<file path="src/rtl/uart_receiver.sv">
// uart_receiver: 16x oversampled 8N1 receiver for inverted-data lines.
// Ports: sysclk, reset (async low), UART_RX, enable -> RX_DATA, RX_STATUS, frame_err, busy.
module uart_receiver #(
   parameter int CLK_FREQ = 100000000,
   parameter int BAUD     = 9600
) (
   input  logic       sysclk,
   input  logic       reset,
   input  logic       UART_RX,
   input  logic       enable,
   output logic [7:0] RX_DATA,
   output logic       RX_STATUS,
   output logic       frame_err,
   output logic       busy
);

   localparam int DIV = CLK_FREQ / (BAUD * 16);
   localparam int DW  = (DIV > 1) ? $clog2(DIV) : 1;
   localparam logic [DW-1:0] DIV_LAST = DW'(DIV - 1);

   typedef enum logic [2:0] {
      IDLE,
      START,
      DATA,
      STOP,
      WAIT_IDLE
   } state_t;

   state_t state, state_n;

   logic          rx_s1, rx_s2, rx_d;
   logic          fall;
   logic [DW-1:0] div_cnt;
   logic          tick;
   logic [3:0]    cnt, cnt_n;
   logic [2:0]    idx, idx_n;
   logic [7:0]    sh, sh_n;
   logic          ld, fe;

   // Synchronizer plus one extra stage for falling-edge detection.
   always_ff @(posedge sysclk or negedge reset) begin
      if (!reset) begin
         rx_s1 <= 1'b1;
         rx_s2 <= 1'b1;
         rx_d  <= 1'b1;
      end else begin
         rx_s1 <= UART_RX;
         rx_s2 <= rx_s1;
         rx_d  <= rx_s2;
      end
   end

   assign fall = rx_d & ~rx_s2;

   // Free-running oversample divider; not realigned to the start edge.
   always_ff @(posedge sysclk or negedge reset) begin
      if (!reset) begin
         div_cnt <= '0;
      end else if (div_cnt == DIV_LAST) begin
         div_cnt <= '0;
      end else begin
         div_cnt <= div_cnt + 1'b1;
      end
   end

   assign tick = (div_cnt == DIV_LAST);

   always_ff @(posedge sysclk or negedge reset) begin
      if (!reset) begin
         state <= IDLE;
      end else begin
         state <= state_n;
      end
   end

   always_comb begin
      state_n = state;
      cnt_n   = cnt;
      idx_n   = idx;
      sh_n    = sh;
      ld      = 1'b0;
      fe      = 1'b0;
      if (!enable) begin
         state_n = IDLE;
         cnt_n   = '0;
         idx_n   = '0;
         sh_n    = '0;
      end else begin
         unique case (state)
            IDLE: begin
               cnt_n = '0;
               idx_n = '0;
               if (fall) state_n = START;
            end
            START: begin
               if (tick) begin
                  if (cnt == 4'd7) begin
                     cnt_n   = '0;
                     idx_n   = '0;
                     state_n = rx_s2 ? IDLE : DATA;
                  end else begin
                     cnt_n = cnt + 4'd1;
                  end
               end
            end
            DATA: begin
               if (tick) begin
                  if (cnt == 4'd15) begin
                     cnt_n = '0;
                     // Line carries inverted data bits.
                     sh_n  = {~rx_s2, sh[7:1]};
                     idx_n = idx + 3'd1;
                     if (idx == 3'd7) state_n = STOP;
                  end else begin
                     cnt_n = cnt + 4'd1;
                  end
               end
            end
            STOP: begin
               if (tick) begin
                  if (cnt == 4'd15) begin
                     cnt_n = '0;
                     if (rx_s2) begin
                        ld      = 1'b1;
                        state_n = IDLE;
                     end else begin
                        fe      = 1'b1;
                        state_n = WAIT_IDLE;
                     end
                  end else begin
                     cnt_n = cnt + 4'd1;
                  end
               end
            end
            WAIT_IDLE: begin
               if (rx_s2) state_n = IDLE;
            end
            default: state_n = IDLE;
         endcase
      end
   end

   always_ff @(posedge sysclk or negedge reset) begin
      if (!reset) begin
         cnt       <= '0;
         idx       <= '0;
         sh        <= '0;
         RX_DATA   <= 8'h00;
         RX_STATUS <= 1'b0;
         frame_err <= 1'b0;
      end else begin
         cnt       <= cnt_n;
         idx       <= idx_n;
         sh        <= sh_n;
         RX_STATUS <= ld;
         frame_err <= fe;
         if (ld) RX_DATA <= sh;
      end
   end

   assign busy = (state != IDLE);

endmodule

</file>
<file path="config.mk">
export PLATFORM = sky130hd
export DESIGN_NAME = uart_receiver
export DESIGN_NICKNAME = d
export VERILOG_FILES = /design/src/rtl/uart_receiver.sv
export SDC_FILE = /design/constraint.sdc
export NUM_CORES = 1
export LEC_CHECK = 0
export CAP_MARGIN = 5
export CORE_MARGIN = 5
export CORE_UTILIZATION = 35
export DETAILED_ROUTE_END_ITERATION = 6
export GPL_ROUTABILITY_DRIVEN = 0
export SYNTH_ARGS = -nofsm -noshare
export SYNTH_HDL_FRONTEND = slang
export SYNTH_SLANG_ARGS = --single-unit
</file>
<file path="constraint.sdc">
create_clock -name sysclk -period 5 [get_ports sysclk]
set_clock_uncertainty 0.15 [all_clocks]
set_input_delay 0.5 -clock sysclk [delete_from_list [all_inputs] [get_ports sysclk]]
set_output_delay 0.5 -clock sysclk [all_outputs]
set_load 0.005 [all_outputs]
</file>
==> reports/qor.yml, run 1 <==
clock_tree:
  clk-insertion-delay-late_ps: 290
  tritoncts.num_buffers: 5
  total_number_of_clock_tree_sinks: 41
  cts-resized-gates: 0
  clk_path_buf_depth: 2
  cts_hold_buf: 0
  cts_tree: "done"
  post-cts-setup-buffers: 0
  clkTransAtPathRegs_ps: 80
  cts.root.buffer_cell: "clkbuf_8"
  htreeDepth: 2
floorplanning:
  initial_utilization_pct: 36.2
  placeableCoreArea_mm2: 0.00551
  chipHeight_um: 85.5
  design.die.area_mm2: 0.00731
  std_cell_rows: 27
  design.portCount: 15
  floorplan.die.width_um: 85.5
layout:
  nets: 206
  final_layout_size_suffix_gt1_share_pct: 12.1
  layout.core_utilization_pct: 41.7
  antennaDiodeCount: 0
  area_delta_synth_final_pct: 15.2
grt:
  global_routing_usage_summed_across_all_routing_layers_pct: 11.6
  grt_max_degree: 42
  globalRoute.totalOverflow: 0
  first_pass_grt_wire_length_um: 6750
  vias_in_the_first_global_route: 1407
  antenna_violations_before_repair: 0
pwr:
  peak_supply_drop_uv: 177
  p_leak_nw: 1.04
  areal_power_density_over_the_cells_mw_per_mm2: 275
routing:
  vias: 1374
  routed_wl_um: 3700
  vias_per_cell: 5.09
  drtIter0Drc: 63
  wl_per_cell_um: 13.7
  antenna_left: 0
  drt_pass1_iterations: 4
  remaining_drc_errors: 0
timing:
  report.final.slew_viol_count: 0
  timing.max_slew.rel_slack_pct: 28.0
  setup_viol: 0
  final.setup.tns_ps: 0
  final.period_utilization_pct: 57.1
  max_freq_mhz: 350
  actual_transition_at_the_worst_max_transition_pin_ps: 1070
  timing.final.hold_violations: 0
  setup_repair_after_global_routing_missed_its_margin: "false"
  final_period_minus_worst_setup_slack_ps: 2860
placed_design:
  detailedPlacementHpwl_um: 2550
  numPortBuffers: 14
logic_synthesis:
  yosys_warnings: 0
  synth_area_per_cell_um2: 10.8
  mapped_nets: 194
  post_synth_instance_area_mm2: 0.00199
  post_synthesis_async_set_or_reset_flop_share_pct: 100
  synth_seq_cells: 41
  ys.flop_type: "dfrtp_1"
  ys_seq_area_share_pct: 51.6
  synth.lib_cells_used.distinct: 45
  synth_enable_flop_cells: 0
  postSynthCellCount: 185
setup_path:
  worst_path_maximum_fanout: 12
  critPathCaptureType: "flip-flop"
  worst-setup-path-type: "flip-flop to flip-flop"
  start_kind: "flip-flop"
  worstPathRequired_ps: 5030
  worst_ep_arrival_time_ps: 2880
min_path:
  min_delay_worst_type: "primary input to async pin"
run_status:
  result_of_the_run: "finished, final reports clean"
flow_run:
  drv_cap: 0
[synth_stat cells, types with 3 or more instances]
master	instances	area share, %
mux2i_1	5	2.5
inv_1	3	0.56
nand2_1	15	2.8
ha_1	5	3.1
o21ai_0	11	2.8
clkbuf_1	7	1.3
nor2_1	17	3.2
dfrtp_1	38	48
nand3_1	12	3.0
a21boi_0	9	3.4
or3_1	3	0.94
dfstp_2	3	4.0
and3_1	6	1.9
xnor2_1	5	2.2
mux2_4	8	6.0
xor2_1	4	1.8
[per-stage QoR]
step                hold slack (ps)  instance area, um2  total power, mW  setup WS (ps)  cells
CTS                             209                2300            0.643           2150    270
global route                    212                2300            0.659           2060    270
floorplan                      54.4                1990            0.354           2460    185
detailed placement              197                2180            0.366           1950    262
global placement                197                2180            0.366           2000    262
finish                          180                2300            0.632           2140    270
[cell usage in the layout, fill, tap and decap left out, types with 4 or more instances in the layout]
cell type | synthesis | routed
and3_1 | 6 | 6
clkdlybuf4s50_1 | 0 | 13
nor2_1 | 17 | 17
xnor2_1 | 5 | 5
nand3_1 | 12 | 12
mux2i_1 | 5 | 5
ha_1 | 5 | 5
mux2_4 | 8 | 8
nand2_1 | 15 | 15
o21ai_0 | 11 | 11
xor2_1 | 4 | 4
clkbuf_8 | 0 | 6
a21boi_0 | 9 | 9
dfrtp_1 | 38 | 38
[path summary, 6_finish.rpt]
path | depth (start not counted) | from | slack (ps) | end
worst max-delay path | 4 | div_cnt[4] | 2140 | RX_DATA[0]
worst min-delay path | 1 | reset | 180 | div_cnt[4]
worst max register to register | 4 | div_cnt[4] | 2140 | RX_DATA[0]
worst min register to register | 0 | rx_s1 | 210 | rx_s2
max in group asynchronous | 1 | reset | 3960 | RX_DATA[0]
min in group sysclk | 0 | rx_s1 | 210 | rx_s2
[routing by layer]
layer  part of all wire [%]  vias to the layer above  track usage, %
met5                      0                        -               0
met4                    1.8                        0            4.75
met3                    4.0                        8            3.20
met2                     43                       22            17.1
met1                     51                      666            16.0
li1                       -                      678               -
[layout make-up]
type,instances,area [um2]
Clock buffer,7,86.3
Clock inverter,1,30.0
Fill cell,528,3210
Inverter,3,11.3
Multi-Input combinational cell,131,907
Sequential cell,41,1030
Tap cell,72,90.1
Timing Repair Buffer,15,143
[kinds of logic after synthesis]
family | after synthesis | synth area share (%)
compound gates | 33 | 11.3
xor+xnor | 9 | 3.95
fa+ha+maj | 5 | 3.14
buf+inv | 13 | 2.89
flops | 41 | 51.6
mux | 13 | 8.53
simple gates | 71 | 18.6
[flip-flops by register name, summed over array words and instances (netlist names)]
register / flops
rx_s2: 1
idx: 3
sh: 8
div_cnt: 10
rx_d: 1
frame_err: 1
rx_s1: 1
cnt: 4
RX_DATA: 8
state: 3
RX_STATUS: 1
[worst max-delay path: stages (launching register included)]
cell	delay (ps)
dfrtp_1	430
or4b_4	560
or4_4	610
or3b_1	610
mux2_4	370
[report_power, final]
group | switching, mW | internal (mW) | total [mW]
Clock | 0.110 | 0.163 | 0.273
Combinational | 0.0138 | 0.00851 | 0.0223
Sequential | 0.00286 | 0.334 | 0.337
Total | 0.127 | 0.505 | 0.632
(Power assumes the default switching activity.)
==> run 2, diff against run 1 <==
==> constraint.sdc (replaced) <==
create_clock -name sysclk -period 2.4 [get_ports sysclk]
set_clock_uncertainty 0.15 [all_clocks]
set_input_delay 0.24 -clock sysclk [delete_from_list [all_inputs] [get_ports sysclk]]
set_output_delay 0.24 -clock sysclk [all_outputs]
set_load 0.005 [all_outputs]
==> run 2 against run 1 <==
Effect of this change:
- the flow now finishes with violations (setup timing)
- clock-buffer cell count decreased by 2
- cell count increased by 8.1%
- routed wire length increased by 1.4%
- die area unchanged
- via count increased by 2.8%
- largest cell class unchanged
==> reports/qor.yml, run 2 (synthesis results as in run 1) <==
run_status:
  result_of_the_run: "finished with violations"
  failing_checks: "setup timing"
timing:
  timing.final.hold_violations: 0
  actual_transition_at_the_worst_max_transition_pin_ps: 917
  max_freq_mhz: 406
  report.final.slew_viol_count: 0
  fin_worst_hold_slack_ps: 203
  final_period_minus_worst_setup_slack_ps: 2470
  setup_repair_after_global_routing_missed_its_margin: "true"
  setup_viol: 8
  final.period_utilization_pct: 103
  final.setup.tns_ps: -511
  timing.max_slew.rel_slack_pct: 38.8
  setup_ws_final_ps: -65.6
layout:
  regMostFlops: "div_cnt"
  final_layout_size_suffix_gt1_share_pct: 21.8
  area_delta_synth_final_pct: 25.0
  nFillCells: 515
  top_regs: "div_cnt (10), RX_DATA (8), sh (8)"
  most_common_cell_after_layout_fill_and_taps_aside: "dfrtp_1"
  nets: 228
  commonest_non_fill_non_tap_cells_in_the_layout: "38 x dfrtp_1, 22 x buf_4, 17 x nor2_1, 15 x nand2_1, 13 x clkdlybuf4s50_1"
  number_of_flip_flops_in_the_largest_register: 10
  layout.core_utilization_pct: 45.3
  antennaDiodeCount: 0
floorplanning:
  std_cell_rows: 27
  design.portCount: 15
  design.die.area_mm2: 0.00731
  chipHeight_um: 85.5
  floorplan.die.width_um: 85.5
  initial_utilization_pct: 36.2
  placeableCoreArea_mm2: 0.00551
grt:
  antenna_violations_before_repair: 0
  vias_in_the_first_global_route: 1369
  globalRoute.totalOverflow: 0
  first_pass_grt_wire_length_um: 6470
  grt_max_degree: 42
  global_routing_usage_summed_across_all_routing_layers_pct: 10.9
routing:
  remaining_drc_errors: 0
  antenna_left: 0
  drtIter0Drc: 47
  vias_per_cell: 4.84
  drt_pass1_iterations: 4
  routed_wl_um: 3760
  vias: 1413
  wl_per_cell_um: 12.9
clock_tree:
  clk-insertion-delay-late_ps: 290
  tritoncts.num_buffers: 5
  clkTransAtPathRegs_ps: 80
  cts_tree: "done"
  clk_path_buf_depth: 2
  total_number_of_clock_tree_sinks: 41
  htreeDepth: 2
  cts.root.buffer_cell: "clkbuf_8"
pwr:
  areal_power_density_over_the_cells_mw_per_mm2: 563
  p_leak_nw: 1.17
  peak_supply_drop_uv: 356
  total_power_consumption_mw: 1.40
setup_path:
  critical_path.reg2reg.startpoint: "div_cnt[6]"
  start_kind: "flip-flop"
  critPathCapture: "RX_DATA[7]"
  reg2reg_slack_ps: -70
  worstPathRequired_ps: 2430
  worst-setup-path-type: "flip-flop to flip-flop"
  worstRegToRegCells: 4
  crit-reg2reg-capture: "RX_DATA[7]"
  setup.worst_path.start: "div_cnt[6]"
  worst_path_maximum_fanout: 8
  worst_ep_arrival_time_ps: 2500
  critPathCaptureType: "flip-flop"
placed_design:
  numPortBuffers: 14
  detailedPlacementHpwl_um: 2630
flow_run:
  drv_cap: 0
min_path:
  min_delay_worst_type: "primary input to flip-flop"
run 2: final cells by class:
class | instances | area, um2 | share of cell area [%]
sequential | 41 | 1030 | 41.3
inverter | 3 | 11.3 | 0.452
multi-input combinational | 131 | 917 | 36.8
clock buffer | 5 | 68.8 | 2.76
timing repair buffer | 37 | 310 | 12.4
tap | 72 | 90.1 | 3.61
clock inverter | 3 | 65.1 | 2.61
run 2: worst min-delay path by stage:
stage	start	slack [ps]	endpoint	cells past startpoint
2_1_floorplan	reset	-210	RX_DATA[0]	0
3_3_place_gp	rx_s1	200	rx_s2	0
3_5_place_dp	rx_s1	200	rx_s2	0
4_1_cts	UART_RX	190	rx_s1	1
5_1_grt	UART_RX	190	rx_s1	1
6_report	UART_RX	200	rx_s1	1
run 2: worst max-delay path, stage by stage (launching register included):
cell and delay [ps]:
dfrtp_1 380, or4b_4 540, or4_4 490, or3b_4 480, mux2_4 320
run 2: stage by stage:
| stage | cells | instance area [um2] | worst slack (ps) |
|---|---|---|---|
| after floorplan | 185 | 1990 | -123 |
| after global placement | 283 | 2340 | -118 |
| after detailed placement | 283 | 2340 | -143 |
| after CTS | 292 | 2490 | -96.6 |
| after global routing | 292 | 2490 | -103 |
| final | 292 | 2490 | -65.6 |
run 2: power breakdown:
part	total [mW]	leakage, nW	switching, mW	internal, mW
clock network	0.650	0.0681	0.237	0.413
logic	0.0516	0.552	0.0298	0.0219
registers	0.702	0.547	0.00578	0.696
run 2: timing repair:
| action | CTS | global route |
|---|---|---|
| gates resized for setup | 1 | 3 |
| hold buffers | 1 | 0 |
| pin swaps | 1 | 0 |
| setup buffers | 0 | 1 |
| endpoints found under the setup margin | 8 | 9 |
| hold endpoints to repair | 38 | 0 |
run 2: per-layer routing:
metal | GRT usage, % | routed length, um
met5 | 0 | 0
met4 | 2.59 | 21
met3 | 2.91 | 171
met2 | 17.2 | 1720
met1 | 14.8 | 1840
==> run 3, diff against run 2 <==
--- a/config.mk
+++ b/config.mk
@@ -5,11 +5,11 @@
 export SDC_FILE = /design/constraint.sdc
 export NUM_CORES = 1
 export LEC_CHECK = 0
-export CAP_MARGIN = 5
 export CORE_MARGIN = 5
 export CORE_UTILIZATION = 35
+export CTS_CLUSTER_SIZE = 8
 export DETAILED_ROUTE_END_ITERATION = 6
-export GPL_ROUTABILITY_DRIVEN = 0
+export GPL_ROUTABILITY_DRIVEN = 1
 export SYNTH_ARGS = -nofsm -noshare
 export SYNTH_HDL_FRONTEND = slang
 export SYNTH_SLANG_ARGS = --single-unit
==> results of run 3 <==
Same layout as run 2: the final DEF is identical, and so are final timing and power.
